## src/rtl/fetch_queue_if.sv

```systemverilog
// Handshake bundle between fetch_queue, the program ROM and the core front end.
// The master modport is the queue side; slave is the ROM/core side.
interface fetch_queue_if #(
    parameter int unsigned XLEN   = 32,
    parameter int unsigned ADDR_W = 32,
    parameter int unsigned DEPTH  = 4
);
    localparam int unsigned CntW = $clog2(DEPTH) + 1;

    logic              fetch_en;
    logic              rom_req;
    logic [ADDR_W-1:0] rom_addr;
    logic [XLEN-1:0]   rom_data;
    logic              instr_valid;
    logic [XLEN-1:0]   instr;
    logic [ADDR_W-1:0] instr_pc;
    logic              instr_ready;
    logic              redirect_valid;
    logic [ADDR_W-1:0] redirect_pc;
    logic [CntW-1:0]   occupancy;

    modport master (
        input  fetch_en, rom_data, instr_ready, redirect_valid, redirect_pc,
        output rom_req, rom_addr, instr_valid, instr, instr_pc, occupancy
    );

    modport slave (
        output fetch_en, rom_data, instr_ready, redirect_valid, redirect_pc,
        input  rom_req, rom_addr, instr_valid, instr, instr_pc, occupancy
    );
endinterface

```

## src/rtl/fetch_queue.sv

```systemverilog
// Instruction prefetch FIFO fed by a one-cycle-latency ROM, flushed on redirect.
// Optional FETCH_QUEUE_BYPASS_EN forwards a response straight to the head when empty.
module fetch_queue #(
    parameter int unsigned       XLEN     = 32,
    parameter int unsigned       ADDR_W   = 32,
    parameter int unsigned       DEPTH    = 4,
    parameter logic [ADDR_W-1:0] RESET_PC = '0
) (
    input logic          clk,
    input logic          reset,
    fetch_queue_if.master bus
);
    localparam int unsigned PtrW = $clog2(DEPTH);
    localparam int unsigned CntW = PtrW + 1;

    typedef enum logic [0:0] {StIdle, StRun} state_e;

    state_e            state_q, state_d;
    logic [ADDR_W-1:0] fetch_pc_q, fetch_pc_d;
    logic [ADDR_W-1:0] resp_pc_q, resp_pc_d;
    logic              inflight_q, inflight_d;
    logic [PtrW-1:0]   wr_ptr_q, wr_ptr_d, rd_ptr_q, rd_ptr_d;
    logic [CntW-1:0]   occ_q, occ_d;
    logic [XLEN-1:0]   data_q [DEPTH];
    logic [XLEN-1:0]   data_d [DEPTH];
    logic [ADDR_W-1:0] pc_q [DEPTH];
    logic [ADDR_W-1:0] pc_d [DEPTH];

    logic req, resp_ok, bypass, q_empty, push, pop;
    logic unused_redirect_pc;

    assign unused_redirect_pc = ^bus.redirect_pc[1:0];

    // No separate drop flag: a redirect blocks the request in its own cycle, so the only
    // response it can meet arrives in that same cycle and is discarded via resp_ok.
    always_comb begin
        state_d = state_q;
        unique case (state_q)
            StIdle: if (bus.fetch_en)  state_d = StRun;
            StRun:  if (!bus.fetch_en) state_d = StIdle;
            default: state_d = StIdle;
        endcase

        q_empty = (occ_q == '0);
        req     = (state_q == StRun) && !bus.redirect_valid &&
                  ((occ_q + CntW'(inflight_q)) < CntW'(DEPTH));
        resp_ok = inflight_q && !bus.redirect_valid;

        bus.instr_valid = !q_empty;
        bus.instr       = '0;
        bus.instr_pc    = '0;
        if (!q_empty) begin
            bus.instr    = data_q[rd_ptr_q];
            bus.instr_pc = pc_q[rd_ptr_q];
        end
`ifdef FETCH_QUEUE_BYPASS_EN
        bypass = resp_ok && q_empty;
        if (bypass) begin
            bus.instr_valid = 1'b1;
            bus.instr       = bus.rom_data;
            bus.instr_pc    = resp_pc_q;
        end
`else
        bypass = 1'b0;
`endif

        pop  = !q_empty && bus.instr_ready && !bus.redirect_valid;
        push = resp_ok && !(bypass && bus.instr_ready);

        data_d   = data_q;
        pc_d     = pc_q;
        wr_ptr_d = wr_ptr_q;
        rd_ptr_d = rd_ptr_q;
        occ_d    = occ_q;
        if (push) begin
            data_d[wr_ptr_q] = bus.rom_data;
            pc_d[wr_ptr_q]   = resp_pc_q;
            wr_ptr_d         = wr_ptr_q + PtrW'(1);
        end
        if (pop) rd_ptr_d = rd_ptr_q + PtrW'(1);
        if (push && !pop)      occ_d = occ_q + CntW'(1);
        else if (pop && !push) occ_d = occ_q - CntW'(1);

        inflight_d = req;
        resp_pc_d  = req ? fetch_pc_q : resp_pc_q;
        fetch_pc_d = req ? fetch_pc_q + ADDR_W'(XLEN / 8) : fetch_pc_q;

        if (bus.redirect_valid) begin
            occ_d      = '0;
            rd_ptr_d   = '0;
            wr_ptr_d   = '0;
            fetch_pc_d = {bus.redirect_pc[ADDR_W-1:2], 2'b00};
        end

        bus.rom_req   = req;
        bus.rom_addr  = fetch_pc_q;
        bus.occupancy = occ_q;
    end

    always_ff @(posedge clk) begin
        if (reset) begin
            state_q    <= StIdle;
            fetch_pc_q <= RESET_PC;
            resp_pc_q  <= '0;
            inflight_q <= 1'b0;
            wr_ptr_q   <= '0;
            rd_ptr_q   <= '0;
            occ_q      <= '0;
        end else begin
            state_q    <= state_d;
            fetch_pc_q <= fetch_pc_d;
            resp_pc_q  <= resp_pc_d;
            inflight_q <= inflight_d;
            wr_ptr_q   <= wr_ptr_d;
            rd_ptr_q   <= rd_ptr_d;
            occ_q      <= occ_d;
        end
    end

    // Storage needs no reset; occupancy gates every read.
    always_ff @(posedge clk) begin
        data_q <= data_d;
        pc_q   <= pc_d;
    end
endmodule

```

## src/flat_wrapper.sv

```systemverilog
// flat-port wrapper written by rule: the top's interface ports become plain ports
module fetch_queue_flat 
#(
    parameter int unsigned       XLEN     = 32,
    parameter int unsigned       ADDR_W   = 32,
    parameter int unsigned       DEPTH    = 4,
    parameter logic [ADDR_W-1:0] RESET_PC = '0
)
  (clk, reset, bus_fetch_en, bus_rom_data, bus_instr_ready, bus_redirect_valid, bus_redirect_pc, bus_rom_req, bus_rom_addr, bus_instr_valid, bus_instr, bus_instr_pc, bus_occupancy);
  fetch_queue_if #(.XLEN(XLEN), .ADDR_W(ADDR_W), .DEPTH(DEPTH)) bus_i ();
  input logic clk;
  input logic reset;
  input wire logic [$bits(bus_i.fetch_en)-1:0] bus_fetch_en;
  input wire logic [$bits(bus_i.rom_data)-1:0] bus_rom_data;
  input wire logic [$bits(bus_i.instr_ready)-1:0] bus_instr_ready;
  input wire logic [$bits(bus_i.redirect_valid)-1:0] bus_redirect_valid;
  input wire logic [$bits(bus_i.redirect_pc)-1:0] bus_redirect_pc;
  output wire logic [$bits(bus_i.rom_req)-1:0] bus_rom_req;
  output wire logic [$bits(bus_i.rom_addr)-1:0] bus_rom_addr;
  output wire logic [$bits(bus_i.instr_valid)-1:0] bus_instr_valid;
  output wire logic [$bits(bus_i.instr)-1:0] bus_instr;
  output wire logic [$bits(bus_i.instr_pc)-1:0] bus_instr_pc;
  output wire logic [$bits(bus_i.occupancy)-1:0] bus_occupancy;
  assign bus_i.fetch_en = bus_fetch_en;
  assign bus_i.rom_data = bus_rom_data;
  assign bus_i.instr_ready = bus_instr_ready;
  assign bus_i.redirect_valid = bus_redirect_valid;
  assign bus_i.redirect_pc = bus_redirect_pc;
  assign bus_rom_req = bus_i.rom_req;
  assign bus_rom_addr = bus_i.rom_addr;
  assign bus_instr_valid = bus_i.instr_valid;
  assign bus_instr = bus_i.instr;
  assign bus_instr_pc = bus_i.instr_pc;
  assign bus_occupancy = bus_i.occupancy;
  fetch_queue #(.XLEN(XLEN), .ADDR_W(ADDR_W), .DEPTH(DEPTH), .RESET_PC(RESET_PC)) u_core (.clk(clk), .reset(reset), .bus(bus_i));
endmodule
```

## config.mk

```make
export PLATFORM = sky130hd
export DESIGN_NAME = fetch_queue_flat
export DESIGN_NICKNAME = d
export VERILOG_FILES = /design/src/rtl/fetch_queue_if.sv /design/src/rtl/fetch_queue.sv /design/src/flat_wrapper.sv
export SDC_FILE = /design/constraint.sdc
export NUM_CORES = 1
export LEC_CHECK = 0
export BUFFER_PORTS_ARGS = -buffer_cell sky130_fd_sc_hd__buf_2
export CAP_MARGIN = 20
export CELL_PAD_IN_SITES_DETAIL_PLACEMENT = 2
export CELL_PAD_IN_SITES_GLOBAL_PLACEMENT = 2
export CORE_UTILIZATION = 41
export CTS_CLUSTER_DIAMETER = 100
export CTS_CLUSTER_SIZE = 24
export DETAILED_ROUTE_END_ITERATION = 12
export PLACE_DENSITY_LB_ADDON = 0.05
export SLEW_MARGIN = 25
export SYNTH_ARGS = -nofsm -noshare
export SYNTH_HDL_FRONTEND = slang
export SYNTH_SLANG_ARGS = --single-unit
```

## constraint.sdc

```tcl
create_clock -name clk -period 3.6 [get_ports clk]
set_input_delay 0.36 -clock clk [delete_from_list [all_inputs] [get_ports clk]]
set_output_delay 0.36 -clock clk [all_outputs]
set_load 0.02 [all_outputs]
```

==> out/qor.txt, run 1 <==
Clock latency on the worst-skew pair = 0.50 ns
Layout overhead on the synthesized area = 13.8%
Worst-path clk slew = 0.09 ns
Final cell count without fillers = 1342
Period utilization = 0.850
Max cap viols = 0
Worst Hold Path EP = u_core.data_q[54]
Skew final = 0.0167 ns
Die Area = 31300 µm²
IO Pins = 170
Worst EP arrival = 2.70 ns
CP Capture Type = primary output
Number of library cell types mapped by synthesis = 44
Initial core utilization = 0.420
Critical Path Fanout Max = 31
Reg2reg start = u_core.bus.occupancy[1]
Area of the multi-input gates = 3480 µm²
Post-Syn Area per Cell = 15.9 µm²
Core box area = 29900 µm²
Synth Register Bits = 317
Hold Buf Count CTS = 0
HP Class = in2reg
Critical path's slowest cell = o21a_1
Placed Cells incl. Taps = 1313
Grt ovf = 0
Leading area contributor after synthesis = edfxtp_1
Max_slew headroom = 0.383
First DRT Iteration DRCs = 372
Vias = 7231
CP Class = reg2out
Mapped cell area = 12600 µm²
Final hold violations = 0
Hold depth = 1
Largest net degree at the start of global routing = 64
Ys Warns = 0
WL/cell = 23.1 µm
Crit path largest cell delay = 0.50 ns
GRT Util Overall = 0.202
Share of the synthesized area in the top cell type = 0.593
CTS root buffer = clkbuf_16
H-Tree Depth = 1
Vias per cell = 5.39
Detailed Place HPWL = 21.4 mm
Mapped Cells = 791
Fmax = 327 MHz
CTS tree = done
# clock sinks = 317
Sequential Area = 8840 µm²
Final Util = 0.478
Post-CTS setup buffers = 0
Vias in the first global route = 8038
Antenna fix cells = 0
Hold Startpoint = bus_rom_data[22]
Setup TNS Final = 0 ns
Fillers = 2856
Total CTS buffers = 17
Run status = complete, no violations
FF-to-FF setup slack = 0.95 ns
CP top delay family = compound AO/OA/AOI/OAI gates
I/O Buffers = 163
Worst Path Buf+Inv = 3
Worst Reg-to-Reg Cells = 8
Worst VDD drop = 0.277 mV
Worst Tran Pin Value = 0.920 ns
Setup-failing EPs final = 0
Share of cells above drive strength 1 = 0.289
PwrDens = 443 nW/µm²
Max-slew violations = 0
TritonRoute pass-1 iters = 4
First-pass GRT wire length = 47.7 mm
Crit Reg-Reg Endpoint = u_core.bus.rom_addr[14]
Final nets = 1018
Antenna violation net count after detailed routing = 0
Routed wire length = 31.0 mm
Crit start category = flop
Worst path required time = 3.24 ns
Synth area leaders = edfxtp_1 (59%), mux4_2 (11%), dfxtp_1 (11%), and2_1 (3.6%), nand2_1 (2.2%)
DRC Markers = 0
RSZ-0062 raised after global routing = false
GP Congestion = 0.803
CTS Buffer Depth = 3
Rows = 63
Register area share after synthesis = 0.703
Die X = 177 µm
Final Power = 6.33 mW
Die Ht = 177 µm
Post-CTS Resized = 0
CP cell instances = a31oi_1, o21a_1, nand2_1, buf_4, inv_1, buf_2
Initial antenna violation count = 0
Lkg Pwr = 4.89 nW
Crit path time final = 3.06 ns
-- metal layers --
| metal | share of wire | vias up | global-route usage |
|---|---|---|---|
| li1 | - | 3283 | - |
| met1 | 0.44 | 3776 | 0.269 |
| met2 | 0.51 | 145 | 0.359 |
| met3 | 0.036 | 27 | 0.0264 |
| met4 | 0.011 | 0 | 0.0309 |
| met5 | 0 | - | 0 |
-- kinds of logic (layout without fill, tap and decap cells) --
logic type | count (synthesis) | in the layout | share of synthesized area
other cells | 1 | 4 | 0.000299
mux | 65 | 65 | 0.114
compound gates | 79 | 79 | 0.0395
buf+inv | 63 | 221 | 0.0216
flops | 317 | 317 | 0.703
simple gates | 234 | 234 | 0.0967
xor+xnor | 25 | 25 | 0.0174
fa+ha+maj | 7 | 7 | 0.00757
-- per-stage QoR --
stage / hold slack [ns] / worst slack (ns) / instance area [µm²]
after CTS: 0.0612 / 0.448 / 14300
after global placement: 0.478 / 1.01 / 13800
after floorplan: 0.459 / 0.941 / 12600
after detailed placement: 0.506 / 0.901 / 13800
final: 0.0845 / 0.541 / 14300
after global routing: 0.0622 / 0.333 / 14300
-- cells in the mapped netlist (all sizes together) --
cell and number:
a211oi 14, a21oi 32, a311oi 9, a31oi 6, and2 72, and3 6
and4 2, buf 14, clkbuf 38, conb 1, dfxtp 69, edfxtp 248
fa 1, ha 6, inv 11, mux2i 3, mux4 62, nand2 74
nand3 8, nand4 11, nor2 33, nor2b 2, nor3 3, nor4 6
nor4b 2, o2111ai 1, o211ai 2, o21a 1, o21ai 7, o22ai 4
o31ai 3, or2 2, or3 8, or4 5, xnor2 16, xor2 9
-- registers in the layout, summed over array words and instances, names as in the netlist --
signal and cells:
u_core.bus.occupancy 3, u_core.bus.rom_addr 30, u_core.data_q 128, u_core.inflight_q 1, u_core.pc_q 120, u_core.rd_ptr_q 2
u_core.resp_pc_q 30, u_core.state_q 1, u_core.wr_ptr_q 2
-- where the power goes --
| group | switching, mW | internal (mW) |
|---|---|---|
| Sequential | 0.0593 | 3.96 |
| Combinational | 0.182 | 0.102 |
| Clock | 1.13 | 0.909 |
-- how the worst max path moves through the flow --
stage | startpoint | to | slack, ns | cells after the start
detailed placement | u_core.bus.occupancy[1] | u_core.bus.rom_addr[14] | 0.90 | 8
CTS | u_core.bus.occupancy[1] | bus_rom_req | 0.45 | 6
floorplan | bus_redirect_valid | u_core.data_q[0] | 0.94 | 3
global placement | u_core.bus.occupancy[1] | u_core.bus.rom_addr[14] | 1.01 | 8
global route | u_core.bus.occupancy[1] | bus_rom_req | 0.33 | 6
finish | u_core.bus.occupancy[1] | bus_rom_req | 0.54 | 6
-- layout make-up --
cell class | count | share of cell area
sequential | 317 | 0.618
multi-input combinational | 414 | 0.243
tap | 390 | 0.0341
inverter | 11 | 0.00289
timing repair buffer | 181 | 0.0674
clock inverter | 2 | 0.00166
clock buffer | 27 | 0.0324
-- placed cells by master, fill, tap and decap left out, types with 10 or more instances in the layout --
master       n
xnor2_1     16
buf_2      163
edfxtp_1   248
nor2_1      33
clkbuf_1    10
nand2_1     74
buf_4       17
mux4_2      62
and2_1      68
inv_1       10
a211oi_1    14
a21oi_1     32
nand4_1     10
clkbuf_16   17
dfxtp_1     67
(Power assumes the default switching activity.)
==> run 2: changes to the inputs <==
==> constraint.sdc (replaced) <==
create_clock -name clk -period 3.07 [get_ports clk]
set_input_delay 0.307 -clock clk [delete_from_list [all_inputs] [get_ports clk]]
set_output_delay 0.307 -clock clk [all_outputs]
set_load 0.02 [all_outputs]
==> run 2 against run 1 <==
  * Die area unchanged
  * Via count decreased by 0.12%
  * Register-to-register slack worse by 0.33 ns
  * Clock skew rose by 0.0091 ns
  * Combinational power increased by 19%
  * First-iteration DRC count increased by 7.3%
  * Hold slack got worse by 0.057 ns
  * Global-route usage increased by 0.11 points
  * Clock-buffer cell count did not move
  * Sequential cell count is the same
  * Largest power group unchanged
==> out/qor.txt, run 2 (same netlist as run 1, synthesis figures left out) <==
Commonest cells after routing, fill and taps aside = edfxtp_1 (248), buf_2 (163), nand2_1 (74) (unchanged)
Die Ht = 177 µm (unchanged)
Layout overhead on the synthesized area = 14.4% (was 13.8%)
WL met1 = 14.0 mm (was 13.8 mm)
Max_slew headroom = 0.371 (was 0.383)
Routed wire length = 31.2 mm (was 31.0 mm)
Worst path required time = 2.76 ns (was 3.24 ns)
Final Util = 0.481 (was 0.478)
Max-slew violations = 0 (unchanged)
Most flops, register = u_core.data_q (unchanged)
First DRT Iteration DRCs = 399 (was 372)
Core box area = 29900 µm² (unchanged)
Die X = 177 µm (unchanged)
Share of cells above drive strength 1 = 0.286 (was 0.289)
TritonRoute pass-1 iters = 4 (unchanged)
Worst Tran Pin Value = 0.937 ns (was 0.920 ns)
Grt ovf = 0 (unchanged)
Die Area = 31300 µm² (unchanged)
PnR worst setup slack = 0.426 ns (was 0.541 ns)
RSZ-0062 raised after global routing = false (unchanged)
Antenna fix cells = 0 (unchanged)
WL/cell = 23.2 µm (was 23.1 µm)
Clock latency on the worst-skew pair = 0.50 ns (about the same)
IO Pins = 170 (unchanged)
CP Class = reg2out (unchanged)
Met3 wire length = 1.04 mm (was 1.10 mm)
Post-CTS setup buffers = 0 (unchanged)
Post-place setup slack = 0.618 ns (was 0.901 ns)
Antenna violation net count after detailed routing = 0 (unchanged)
Fillers = 2811 (was 2856)
CP top delay family = flip-flops (was compound AO/OA/AOI/OAI gates)
Final nets = 1017 (was 1018)
Vias per cell = 5.39 (about the same)
Rows = 63 (unchanged)
Lkg Pwr = 4.90 nW (was 4.89 nW)
Max Used Layer = met4 (unchanged)
Worst VDD drop = 0.254 mV (was 0.277 mV)
Critical path's slowest cell = dfxtp_4 (was o21a_1)
Detailed Place HPWL = 20.8 mm (was 21.4 mm)
Initial antenna violation count = 0 (unchanged)
Biggest regs = u_core.data_q: 128 flops, u_core.pc_q: 120 flops (unchanged)
Worst EP arrival = 2.34 ns (was 2.70 ns)
Setup-failing EPs final = 0 (unchanged)
# clock sinks = 317 (unchanged)
H-Tree Depth = 1 (unchanged)
Largest net degree at the start of global routing = 64 (unchanged)
Total CTS buffers = 17 (unchanged)
Crit start category = flop (unchanged)
First-pass GRT wire length = 48.4 mm (was 47.7 mm)
Period utilization = 0.861
CP cell instances = buf_4, mux4_2, and2_1, buf_2 (was a31oi_1, o21a_1, nand2_1, buf_4, inv_1, buf_2)
Setup TNS Final = 0 ns (unchanged)
Worst-path clk slew = 0.09 ns (about the same)
Critical Path Fanout Max = 19 (was 31)
Fmax = 378 MHz
DRC Markers = 0 (unchanged)
Skew final = 0.0258 ns (was 0.0167 ns)
CTS Buffer Depth = 3 (unchanged)
Crit path time final = 2.64 ns
GRT Util Overall = 0.204 (was 0.202)
Max reg flops = 128 (unchanged)
CP Capture Type = primary output (unchanged)
GP Congestion = 0.794 (was 0.803)
Sequential Area = 8840 µm² (unchanged)
Hold slack final = 0.0275 ns (was 0.0845 ns)
Final hold violations = 0 (unchanged)
Vias in the first global route = 8168 (was 8038)
Area of the multi-input gates = 3480 µm² (unchanged)
CTS root buffer = clkbuf_16 (unchanged)
CTS tree = done (unchanged)
I/O Buffers = 163 (unchanged)
HP Class = in2reg (unchanged)
Most common cell after layout, fill and taps aside = edfxtp_1 (unchanged)
Final Power = 7.43 mW (was 6.33 mW)
Run status = complete, no violations (unchanged)
Vias = 7222 (was 7231)
Post-CTS Resized = 0 (unchanged)
Max cap viols = 0 (unchanged)
Worst Path Buf+Inv = 2 (was 3)
WL met2 = 15.7 mm (was 15.8 mm)
PwrDens = 517 nW/µm² (was 443 nW/µm²)
Initial core utilization = 0.420 (unchanged)
Crit path largest cell delay = 0.64 ns (was 0.50 ns)
[run 2: final timing paths]
check | from | end | slack (ns) | cells after the start
hold reg to reg | u_core.resp_pc_q[12] | u_core.resp_pc_q[12] | 0.51 | 2
hold / removal | bus_rom_data[2] | u_core.data_q[2] | 0.03 | 1
setup reg to reg | u_core.bus.occupancy[0] | u_core.bus.occupancy[2] | 0.62 | 9
setup / recovery | u_core.rd_ptr_q[0] | bus_instr_pc[24] | 0.43 | 4
[run 2: power breakdown]
part	internal [mW]	switching [mW]	leakage [nW]	total, mW
Sequential	4.64	0.0688	2.80	4.71
Combinational	0.124	0.217	1.87	0.340
Clock	1.06	1.31	0.233	2.38
[run 2: area by class of cell]
type | count | area share
tap | 390 | 0.0340
clock inverter | 2 | 0.00148
timing repair buffer | 180 | 0.0721
multi-input combinational | 414 | 0.242
clock buffer | 27 | 0.0322
inverter | 11 | 0.00288
sequential | 317 | 0.615
[run 2: what timing repair did]
item	4_1_cts	5_1_grt
endpoints found under the setup margin	0	0
hold buffers	1	1
endpoints found under the hold margin	4	1
[run 2: worst reg2reg max path, delay by kind of cell, from the launching register on]
kind	cells	cell delay, ns
simple gates	3	1.03
fa+ha+maj	2	0.54
flops	1	0.39
xor+xnor	1	0.16
compound gates	1	0.14
buf+inv	2	0.13
[run 2: layer usage]
layer	GRT usage	vias up
li1	-	3282
met1	0.274	3758
met2	0.356	159
met3	0.0249	23
met4	0.0377	0
met5	0	-
[run 2: through the flow]
stage	instance area (µm²)	instances
2_1_floorplan	12600	794
3_3_place_gp	13900	1310
3_5_place_dp	13900	1310
4_1_cts	14400	1340
5_1_grt	14400	1341
6_report	14400	1341
==> run 3: changes to the inputs <==
--- a/config.mk
+++ b/config.mk
@@ -9,10 +9,12 @@
 export CAP_MARGIN = 20
 export CELL_PAD_IN_SITES_DETAIL_PLACEMENT = 2
 export CELL_PAD_IN_SITES_GLOBAL_PLACEMENT = 2
+export CORE_ASPECT_RATIO = 2
 export CORE_UTILIZATION = 41
 export CTS_CLUSTER_DIAMETER = 100
 export CTS_CLUSTER_SIZE = 24
 export DETAILED_ROUTE_END_ITERATION = 12
+export GPL_TIMING_DRIVEN = 0
 export PLACE_DENSITY_LB_ADDON = 0.05
 export SLEW_MARGIN = 25
 export SYNTH_ARGS = -nofsm -noshare
==> run 3 against run 2 <==
  * Die area up 0.14%
  * Global-route usage is 0.59 points higher
  * Final cell count increased by 1.1%
  * First-iteration DRC count shrank 10%
  * Register-to-register slack lost 0.42 ns
  * Clock power up 2%
  * Via count up 0.91%
  * Design area rose by 0.65%
  * Sequential power about the same
  * Wire length up 2.0%
  * Core utilization down 0.17 points
  * Critical endpoint is now bus_instr[12]
  * Largest power group unchanged
  * Highest routed layer unchanged
==> out/qor.txt, run 3 (same netlist as run 1, synthesis figures left out) <==
I/O Buffers = 161 (was 163)
First DRT Iteration DRCs = 359 (was 399)
Vias in the first global route = 8268 (was 8168)
Die Ht = 249 µm (was 177 µm)
Hold slack final = 0.0173 ns (was 0.0275 ns)
Antenna violation net count after detailed routing = 0 (unchanged)
Layout overhead on the synthesized area = 15.1% (was 14.4%)
GRT Util Overall = 0.209 (was 0.204)
Period utilization = 0.952 (was 0.861)
Worst Tran Pin Value = 0.764 ns (was 0.937 ns)
Die Area = 31400 µm² (was 31300 µm²)
Vias per cell = 5.37 (was 5.39)
Crit start category = flop (unchanged)
Max cap viols = 0 (unchanged)
Largest net degree at the start of global routing = 39 (was 64)
CP Class = reg2out (unchanged)
Commonest cells after routing, fill and taps aside = edfxtp_1 (248), buf_2 (169), nand2_1 (74) (was edfxtp_1 (248), buf_2 (163), nand2_1 (74))
Most common cell after layout, fill and taps aside = edfxtp_1 (unchanged)
Crit path time final = 2.92 ns (was 2.64 ns)
Routed wire length = 31.8 mm (was 31.2 mm)
Detailed Place HPWL = 23.0 mm (was 20.8 mm)
Initial core utilization = 0.416 (was 0.420)
Skew final = 0.0316 ns (was 0.0258 ns)
Worst path required time = 2.76 ns (about the same)
Most flops, register = u_core.data_q (unchanged)
CP Capture Type = primary output (unchanged)
First-pass GRT wire length = 49.5 mm (was 48.4 mm)
DRC Markers = 0 (unchanged)
Worst-path clk slew = 0.10 ns (was 0.09 ns)
CTS root buffer = clkbuf_16 (unchanged)
Fillers = 2927 (was 2811)
IO Pins = 170 (unchanged)
Clock latency on the worst-skew pair = 0.51 ns (was 0.50 ns)
HP Class = in2reg (unchanged)
Total CTS buffers = 17 (unchanged)
Biggest regs = u_core.data_q: 128 flops, u_core.pc_q: 120 flops (unchanged)
RSZ-0062 raised after global routing = true (was false)
Lkg Pwr = 4.97 nW (was 4.90 nW)
CTS Buffer Depth = 3 (unchanged)
Worst EP arrival = 2.61 ns (was 2.34 ns)
Fmax = 342 MHz (was 378 MHz)
H-Tree Depth = 1 (unchanged)
Critical Path Fanout Max = 10 (was 19)
Max reg flops = 128 (unchanged)
Share of cells above drive strength 1 = 0.276 (was 0.286)
Vias = 7288 (was 7222)
Hold depth = 1 (unchanged)
Antenna fix cells = 0 (unchanged)
Final Util = 0.479 (was 0.481)
Final hold violations = 0 (unchanged)
Worst Reg-to-Reg Cells = 9 (unchanged)
# clock sinks = 317 (unchanged)
WL/cell = 23.4 µm (was 23.2 µm)
Grt ovf = 0 (unchanged)
CTS tree = done (unchanged)
Die X = 126 µm (was 177 µm)
Worst VDD drop = 0.341 mV (was 0.254 mV)
Run status = complete, no violations (unchanged)
Setup-failing EPs final = 0 (unchanged)
Post-CTS setup buffers = 0 (unchanged)
Core box area = 30200 µm² (was 29900 µm²)
GP Congestion = 0.806 (was 0.794)
Rows = 90 (was 63)
PwrDens = 517 nW/µm² (about the same)
TritonRoute pass-1 iters = 4 (unchanged)
Initial antenna violation count = 0 (unchanged)
Final nets = 1054 (was 1017)
Max-slew violations = 0 (unchanged)
Max_slew headroom = 0.490 (was 0.371)
==> run 3: metrics by stage <==
step                power, mW  setup WS (ns)  std cells  setup TNS [ns]  area, µm²
floorplan                4.97          0.464        794               0      12600
global placement         5.15          -1.23       1323         -297.05      13800
detailed placement       5.16          0.101       1327               0      13900
CTS                      7.56        0.00117       1358               0      14500
global route             7.72        -0.0103       1356         -0.0215      14500
finish                   7.47          0.148       1356               0      14500
==> run 3: critical path, stage by stage (launching register included) <==
cell and delay, ns:
dfxtp_1 0.32, clkbuf_1 0.49, clkbuf_1 0.56, mux4_2 0.40, and2_1 0.17, buf_2 0.16
==> run 3: power breakdown <==
| group | total, mW | switching [mW] | internal, mW |
|---|---|---|---|
| combinational | 0.352 | 0.223 | 0.128 |
| clock | 2.42 | 1.35 | 1.07 |
| sequential | 4.71 | 0.0638 | 4.64 |
| total | 7.47 | 1.63 | 5.84 |
==> run 3: repair_timing <==
| item | in CTS | in global routing |
|---|---|---|
| hold buffers | 3 | 0 |
| endpoints found under the hold margin | 8 | 0 |
| gates resized for setup | 3 | 4 |
| endpoints found under the setup margin | 43 | 20 |
| pin swaps | 0 | 0 |
==> run 3: final timing paths <==
kind,startpoint,end,slack [ns]
hold reg to reg,u_core.resp_pc_q[3],u_core.pc_q[67],0.49
setup reg to reg,u_core.bus.occupancy[0],u_core.bus.occupancy[2],0.20
hold / removal,bus_rom_data[30],u_core.data_q[94],0.02
setup / recovery,u_core.rd_ptr_q[1],bus_instr[12],0.15
==> run 3: area by class of cell <==
class	count	area (µm²)	area share
flip-flops and latches	317	8830	0.611
multi-input cells	414	3470	0.240
repair buffers	168	938	0.0649
clock buffers	28	467	0.0323
well taps	368	460	0.0319
plain buffers	49	225	0.0156
inverters	11	41.3	0.00286
clock inverters	1	20.0	0.00138
==> run 3: per-layer routing <==
metal,GRT usage,up-vias,share of wire
met2,0.415,163,0.57
li1,-,3363,-
met3,0.0174,40,0.026
met5,0,-,0
met1,0.229,3722,0.37
met4,0.0716,0,0.030
